==> src/rtl/pp_seq_multiplier.sv <==
// Sequential partial-product multiplier: ROWS_PER_CYCLE rows of A & b[j] are accumulated per clock.
// Latency N = WIDTH_B/ROWS_PER_CYCLE clocks from accept to out_valid; no new operand is accepted until the result is taken.
module pp_seq_multiplier #(
    parameter int WIDTH_A        = 8,
    parameter int WIDTH_B        = 8,
    parameter int ROWS_PER_CYCLE = 1
) (
    input  logic                       clk,
    input  logic                       rst_n,
    input  logic                       in_valid,
    output logic                       in_ready,
    input  logic [WIDTH_A-1:0]         in_a,
    input  logic [WIDTH_B-1:0]         in_b,
    input  logic                       in_signed,
    output logic                       out_valid,
    input  logic                       out_ready,
    output logic [WIDTH_A+WIDTH_B-1:0] out_p,
    output logic                       busy
);

    localparam int W     = WIDTH_A + WIDTH_B;
    localparam int N     = WIDTH_B / ROWS_PER_CYCLE;
    localparam int CNT_W = (N > 1) ? $clog2(N) : 1;

    localparam logic [1:0] IDLE = 2'd0;
    localparam logic [1:0] BUSY = 2'd1;
    localparam logic [1:0] DONE = 2'd2;

    generate
        if (WIDTH_A < 2 || WIDTH_B < 2) begin : g_bad_width
            $error("pp_seq_multiplier: WIDTH_A and WIDTH_B must be at least 2");
        end
        if (ROWS_PER_CYCLE < 1 || (WIDTH_B % ROWS_PER_CYCLE) != 0) begin : g_bad_rows
            $error("pp_seq_multiplier: ROWS_PER_CYCLE must divide WIDTH_B");
        end
    endgenerate

    logic [1:0]         state;
    logic [W-1:0]       a_sh;
    logic [WIDTH_B-1:0] b_sh;
    logic               sgn;
    logic [W-1:0]       acc;
    logic [CNT_W-1:0]   cnt;
    logic [W-1:0]       next_acc;
    logic               last_step;

    assign last_step = (cnt == CNT_W'(N - 1));

    // a_sh already carries the shift of earlier steps, so row k of this step is a_sh << k.
    // The very last row (B MSB) carries negative weight in signed mode.
    always_comb begin
        next_acc = acc;
        for (int k = 0; k < ROWS_PER_CYCLE; k++) begin
            if (b_sh[k]) begin
                if (sgn && last_step && (k == ROWS_PER_CYCLE - 1)) begin
                    next_acc = next_acc - (a_sh << k);
                end else begin
                    next_acc = next_acc + (a_sh << k);
                end
            end
        end
    end

    always_ff @(posedge clk or negedge rst_n) begin
        if (!rst_n) begin
            state <= IDLE;
            a_sh  <= '0;
            b_sh  <= '0;
            sgn   <= 1'b0;
            acc   <= '0;
            cnt   <= '0;
            out_p <= '0;
        end else begin
            case (state)
                IDLE: begin
                    if (in_valid) begin
                        a_sh  <= {{WIDTH_B{in_signed & in_a[WIDTH_A-1]}}, in_a};
                        b_sh  <= in_b;
                        sgn   <= in_signed;
                        acc   <= '0;
                        cnt   <= '0;
                        state <= BUSY;
                    end
                end
                BUSY: begin
                    acc  <= next_acc;
                    a_sh <= a_sh << ROWS_PER_CYCLE;
                    b_sh <= b_sh >> ROWS_PER_CYCLE;
                    cnt  <= cnt + CNT_W'(1);
                    if (last_step) begin
                        out_p <= next_acc;
                        state <= DONE;
                    end
                end
                DONE: begin
                    if (out_ready) begin
                        state <= IDLE;
                    end
                end
                default: state <= IDLE;
            endcase
        end
    end

    assign in_ready  = (state == IDLE);
    assign busy      = (state == BUSY);
    assign out_valid = (state == DONE);

endmodule

==> config.mk <==
export PLATFORM = sky130hd
export DESIGN_NAME = pp_seq_multiplier
export DESIGN_NICKNAME = d
export VERILOG_FILES = /design/src/rtl/pp_seq_multiplier.sv
export SDC_FILE = /design/constraint.sdc
export NUM_CORES = 1
export LEC_CHECK = 0
export CAP_MARGIN = 20
export CORE_UTILIZATION = 30
export CTS_CLUSTER_DIAMETER = 30
export DETAILED_ROUTE_END_ITERATION = 7
export DONT_BUFFER_PORTS = 1
export GPL_TIMING_DRIVEN = 1
export PLACE_DENSITY_LB_ADDON = 0.15
export SLEW_MARGIN = 20
export SYNTH_ARGS = -nofsm -noshare
export SYNTH_HDL_FRONTEND = slang
export SYNTH_SLANG_ARGS = --single-unit
==> constraint.sdc <==
create_clock -name clk -period 4.9 [get_ports clk]
set_clock_uncertainty 0.15 [all_clocks]
set_input_delay 1.225 -clock clk [delete_from_list [all_inputs] [get_ports clk]]
set_output_delay 1.225 -clock clk [all_outputs]
set_load 0.05 [all_outputs]
=== Word level (Yosys, flattened, before mapping) ===
Index checks and enable logic that the tools add are counted.

* Bits in registers: 62
* Input port bits: 21
* Output and inout bits: 19
* Logic and storage cells: 38

* Add/subtract/negate cells: 3
* Equal/unequal tests: 6
* Multiplexer cells: 14
* Bitwise logic cells: 1
* Reduce and logical (&&, ||, !) cells: 7

{| class="wikitable"
|+ Operator list
! kind !! count
|-
| $mux W16 || 4
|-
| $pmux W16 S2 || 2
|-
| $add A16 B16 Y16 || 1
|-
| $pmux W8 S2 || 1
|-
| $sub A16 B16 Y16 || 1
|-
| $mux W8 || 1
|-
| $mux W2 || 3
|-
| $pmux W2 S3 || 1
|-
| $pmux W3 S2 || 1
|-
| $reduce_and A2 Y1 || 3
|-
| $ne A2 B1 Y1 const B || 2
|-
| $add A3 B1 Y3 const B || 1
|-
| $eq A3 B3 Y1 const B || 1
|-
| $mux W3 || 1
|-
| $reduce_and A3 Y1 || 1
|-
| $eq A2 B1 Y1 const B || 1
|-
| $eq A2 B2 Y1 const B || 1
|-
| $logic_not A2 Y1 || 1
|-
| $ne A2 B2 Y1 const B || 1
|-
| $reduce_bool A2 Y1 || 1
|-
| $and A1 B1 Y1 || 1
|-
| $logic_and A1 B1 Y1 || 1
|}

=== Longest topological paths before layout ===
* Depth in word-level cells: 5
* Gate-level depth with buffers: 14
* Mapped depth without buffers: 14

=== Least setup slack after synthesis ===
Ideal clock, no wire load.

* Path type: reg-to-reg
* From: reg cnt[0]
* To: reg acc[15]
* Data arrival time: 2916 ps
* Required time: 4629 ps
* Setup slack: 1713 ps
* Cell stages (with the launch flop): 15
* Path buffers: 1
* Cell sequence: dfrtp_1 ha_1 ha_1 and2_1 clkbuf_8 nor2_1 xnor2_1 ha_1 o211ai_1 a21oi_1 a31oi_1 o31ai_1 mux2i_2 o21bai_1 a22o_1

* Longest elaborated chain between the ends: 5

{| class="wikitable"
|+ RTL lines
! item !! line !! text
|-
| start: declaration || 43 || <nowiki>logic [CNT_W-1:0] cnt;</nowiki>
|-
| start signal: assignment || 89 || <nowiki>cnt <= cnt + CNT_W'(1);</nowiki>
|-
| $eq A3 B3 Y1 || 47 || <nowiki>assign last_step = (cnt == CNT_W'(N - 1));</nowiki>
|-
| $logic_and A1 B1 Y1 || 55 || <nowiki>if (sgn && last_step && (k == ROWS_PER_CYCLE - 1)) begin</nowiki>
|-
| $mux W16 || 55 ||
|-
| $mux W16 || 54 || <nowiki>if (b_sh[k]) begin</nowiki>
|-
| $pmux W16 S2 || 74 || <nowiki>case (state)</nowiki>
|-
| end signal: assignment || 86 || <nowiki>acc <= next_acc;</nowiki>
|-
| end: declaration || 42 || <nowiki>logic [W-1:0] acc;</nowiki>
|}

Every way passes these cells.
A chain may end at the register's enable or synchronous reset.

=== Worst setup path after layout ===
Same ends and word-level chain as after synthesis.

==> impl_metrics.json <==
{
  "r2r_slack_ps": 1250,
  "worstReg2RegEnd": "acc[15]$_DFFE_PN0P_",
  "ys_types": 45,
  "syn_avg_cell_area_um2": 9.04,
  "clk_pin_slew_ps": 50,
  "crit_top_cell": "ha_1",
  "cts_resized": 0,
  "r2r_start": "cnt[0]$_DFFE_PN0P_",
  "drt_iter0_markers": 119,
  "min_period_over_period_pct": 74.5,
  "r2r_cells": 13,
  "numCtsBuffers": 9,
  "cts_hold_buf": 0,
  "cp.arrival_ps": 3730,
  "ioPinCount": 40,
  "crit_path_cell_trace": "ha_1, ha_1, nand2_1, o21ai_0, inv_1, ha_1, nand2b_1, a21oi_1, a31oi_1, o31ai_1, mux2i_2, o21bai_1, a22o_1",
  "synth_enable_flop_cells": 0,
  "ys_warn_count": 0,
  "setup_tns_ps": 0,
  "clk_path_buf_depth": 2,
  "grt_pass1_wl_mm": 15.0,
  "crit_path_max_fanout": 8,
  "grt_pass1_vias": 2807,
  "cp-endpoint": "acc[15]$_DFFE_PN0P_",
  "antenna_found_initial": 0,
  "syn-num-nets": 443,
  "status": "finished, violations left",
  "slew_viol_final": 0,
  "drt-wirelength-per-cell_um": 16.1,
  "cp_data_required_time_ps": 4970,
  "num_vias": 2802,
  "antenna_cells": 0,
  "clk_latency_ps": 330,
  "drive_gt1_share_pct": 6.20,
  "crit_type": "reg2reg",
  "io_buffers": 0,
  "place_congestion": 0.789,
  "synthCells": 403,
  "cp-start-kind": "flip-flop",
  "seq_area_frac_synth_pct": 42.6,
  "drc": 5,
  "die_height_um": 112,
  "hold_violations": 0,
  "worstMarginPinSlew_ps": 966,
  "critPathTopFamily": "compound AO/OA/AOI/OAI gates",
  "whs_path_depth": 2,
  "yosys_most_used_dff": "dfrtp_1",
  "setup_violations": 0,
  "final_nets": 438,
  "rsz0062_at_grt": "false",
  "htree_levels": 3,
  "area_growth_pct": 12.3,
  "yosys_register_bits": 62,
  "critPathMaxStageDelay_ps": 490,
  "cpMaxStageDelayCell": "o21ai_0",
  "syn_area_mm2": 0.00364,
  "hold_path.class": "reg2reg",
  "post-cts-setup-buffer-count": 0,
  "fmax_mhz": 274,
  "rows": 39,
  "grt_max_degree": 63,
  "cp_num_buf_inv": 1,
  "die_w_um": 112,
  "post-route-min-period_ps": 3650,
  "start_util_pct": 31.4,
  "routed_wl_mm": 8.80,
  "core_mm2": 0.0116,
  "ant_nets": 0,
  "drt-vias-per-instance": 5.13,
  "cts_tree": "yes",
  "slew_headroom_pct": 35.3,
  "root_buffer": "clkbuf_16",
  "dp_hpwl_mm": 6.14,
  "end_kind": "flip-flop",
  "track_usage_pct": 15.4,
  "drv_cap": 0,
  "clkSinkCount": 62,
  "overflow": 0,
  "violations": "DRC",
  "dieArea_mm2": 0.0126,
  "drt-pass1-iter-count": 7,
  "worstSetupPathDepth": 13,
  "synthArstFlopShare_pct": 100,
  "critical_path.startpoint": "cnt[0]$_DFFE_PN0P_"
}
## cells by family (layout without fill, tap and decap cells)
group	Yosys count	count (layout)	synth area share [%]
flops	62	62	42.6
buf+inv	30	30	4.26
simple gates	139	139	17.4
fa+ha+maj	19	19	6.73
mux	11	11	3.13
xor+xnor	27	27	6.49
compound gates	115	115	19.4
## worst min-delay path by stage
stage                             startpoint                 end  slack [ps]
after global placement    acc[0]$_DFFE_PN0P_  acc[0]$_DFFE_PN0P_         340
final                     acc[0]$_DFFE_PN0P_  acc[0]$_DFFE_PN0P_         360
after detailed placement  acc[0]$_DFFE_PN0P_  acc[0]$_DFFE_PN0P_         370
after global routing      acc[0]$_DFFE_PN0P_  acc[0]$_DFFE_PN0P_         410
after CTS                 acc[0]$_DFFE_PN0P_  acc[0]$_DFFE_PN0P_         380
after floorplan              sgn$_DFFE_PN0P_     sgn$_DFFE_PN0P_         310
## worst min-delay path: cells and delay by family (launching register included)
kind	cells	cell delay (ps)
DFF	1	360
and+or+nand+nor	1	50
AOI/OAI and AO/OA	1	60
## routing by layer
layer / part of all wire (%) / global-route usage [%] / up-vias / routed length [um]
li1: - / - / 1407 / -
met1: 50 / 21.0 / 1336 / 4360
met2: 44 / 23.5 / 50 / 3890
met3: 4.9 / 4.00 / 9 / 427
met4: 1.4 / 5.60 / 0 / 120
met5: 0 / 0 / - / 0
## synth_stat cells (all sizes together) (2+ instances only)
| cell | n | area (um^2) |
|---|---|---|
| nand2 | 80 | 300 |
| dfrtp | 62 | 1550 |
| o21ai | 40 | 200 |
| nor2 | 29 | 109 |
| a21oi | 21 | 105 |
| ha | 18 | 225 |
| clkbuf | 17 | 73.8 |
| a31oi | 16 | 100 |
| xnor2 | 15 | 131 |
| xor2 | 12 | 105 |
| a22o | 11 | 96.3 |
| mux2i | 11 | 114 |
| a22oi | 9 | 67.6 |
| inv | 9 | 33.8 |
| nand2b | 7 | 51.3 |
| a21o | 4 | 30.0 |
| nor3b | 4 | 30.0 |
| o31ai | 4 | 30.0 |
| and2 | 3 | 18.8 |
| buf | 3 | 15.0 |
| nand3 | 3 | 15.0 |
| nor4 | 3 | 33.8 |
| o21bai | 3 | 22.5 |
| nor2b | 2 | 12.5 |
| nor3 | 2 | 10.0 |
| o211ai | 2 | 15.0 |
## layout by cell type, fill, tap and decap left out, drive strengths merged, types with 3 or more instances in the layout
| cell type | n |
|---|---|
| and2 | 3 |
| a21o | 4 |
| buf | 5 |
| ha | 18 |
| a21oi | 21 |
| xor2 | 12 |
| inv | 9 |
| nand3 | 3 |
| nand2b | 7 |
| nor4 | 3 |
| bufinv | 3 |
| o21bai | 3 |
| nor2 | 29 |
| a22o | 11 |
| nor3b | 4 |
| dfrtp | 62 |
| xnor2 | 15 |
| nand2 | 80 |
| mux2i | 11 |
| o21ai | 40 |
| a31oi | 16 |
| clkbuf | 13 |
| a22oi | 9 |
| o31ai | 4 |
## metrics by stage
step / std cells / hold WS [ps] / setup WS, ps / utilization (%) / instance area [um^2]
after floorplan: 403 / 309 / 1710 / - / 3640
after global placement: 530 / 339 / 1380 / 32.2 / 3740
after detailed placement: 530 / 365 / 1230 / 32.2 / 3740
after CTS: 546 / 377 / 1230 / 35.2 / 4090
after global routing: 546 / 406 / 903 / 35.2 / 4090
final: 546 / 364 / 1250 / 35.2 / 4090
## state kept, by name, indices dropped and copies added, names as in the netlist
register and count:
acc 16, a_sh 16, out_p 16, b_sh 8, state 2, sgn 1
cnt 3
## area by class of cell
cell class	instances	area [um^2]
repair buffers	5	37.5
clock buffers	13	260
fillers	1227	7520
well taps	143	179
inverters	9	33.8
flip-flops and latches	62	1550
multi-input cells	311	1940
clock inverters	3	90.1
Power is not shown: default switching activity piles up to over one toggle a cycle in this logic, so the estimate is an artifact.
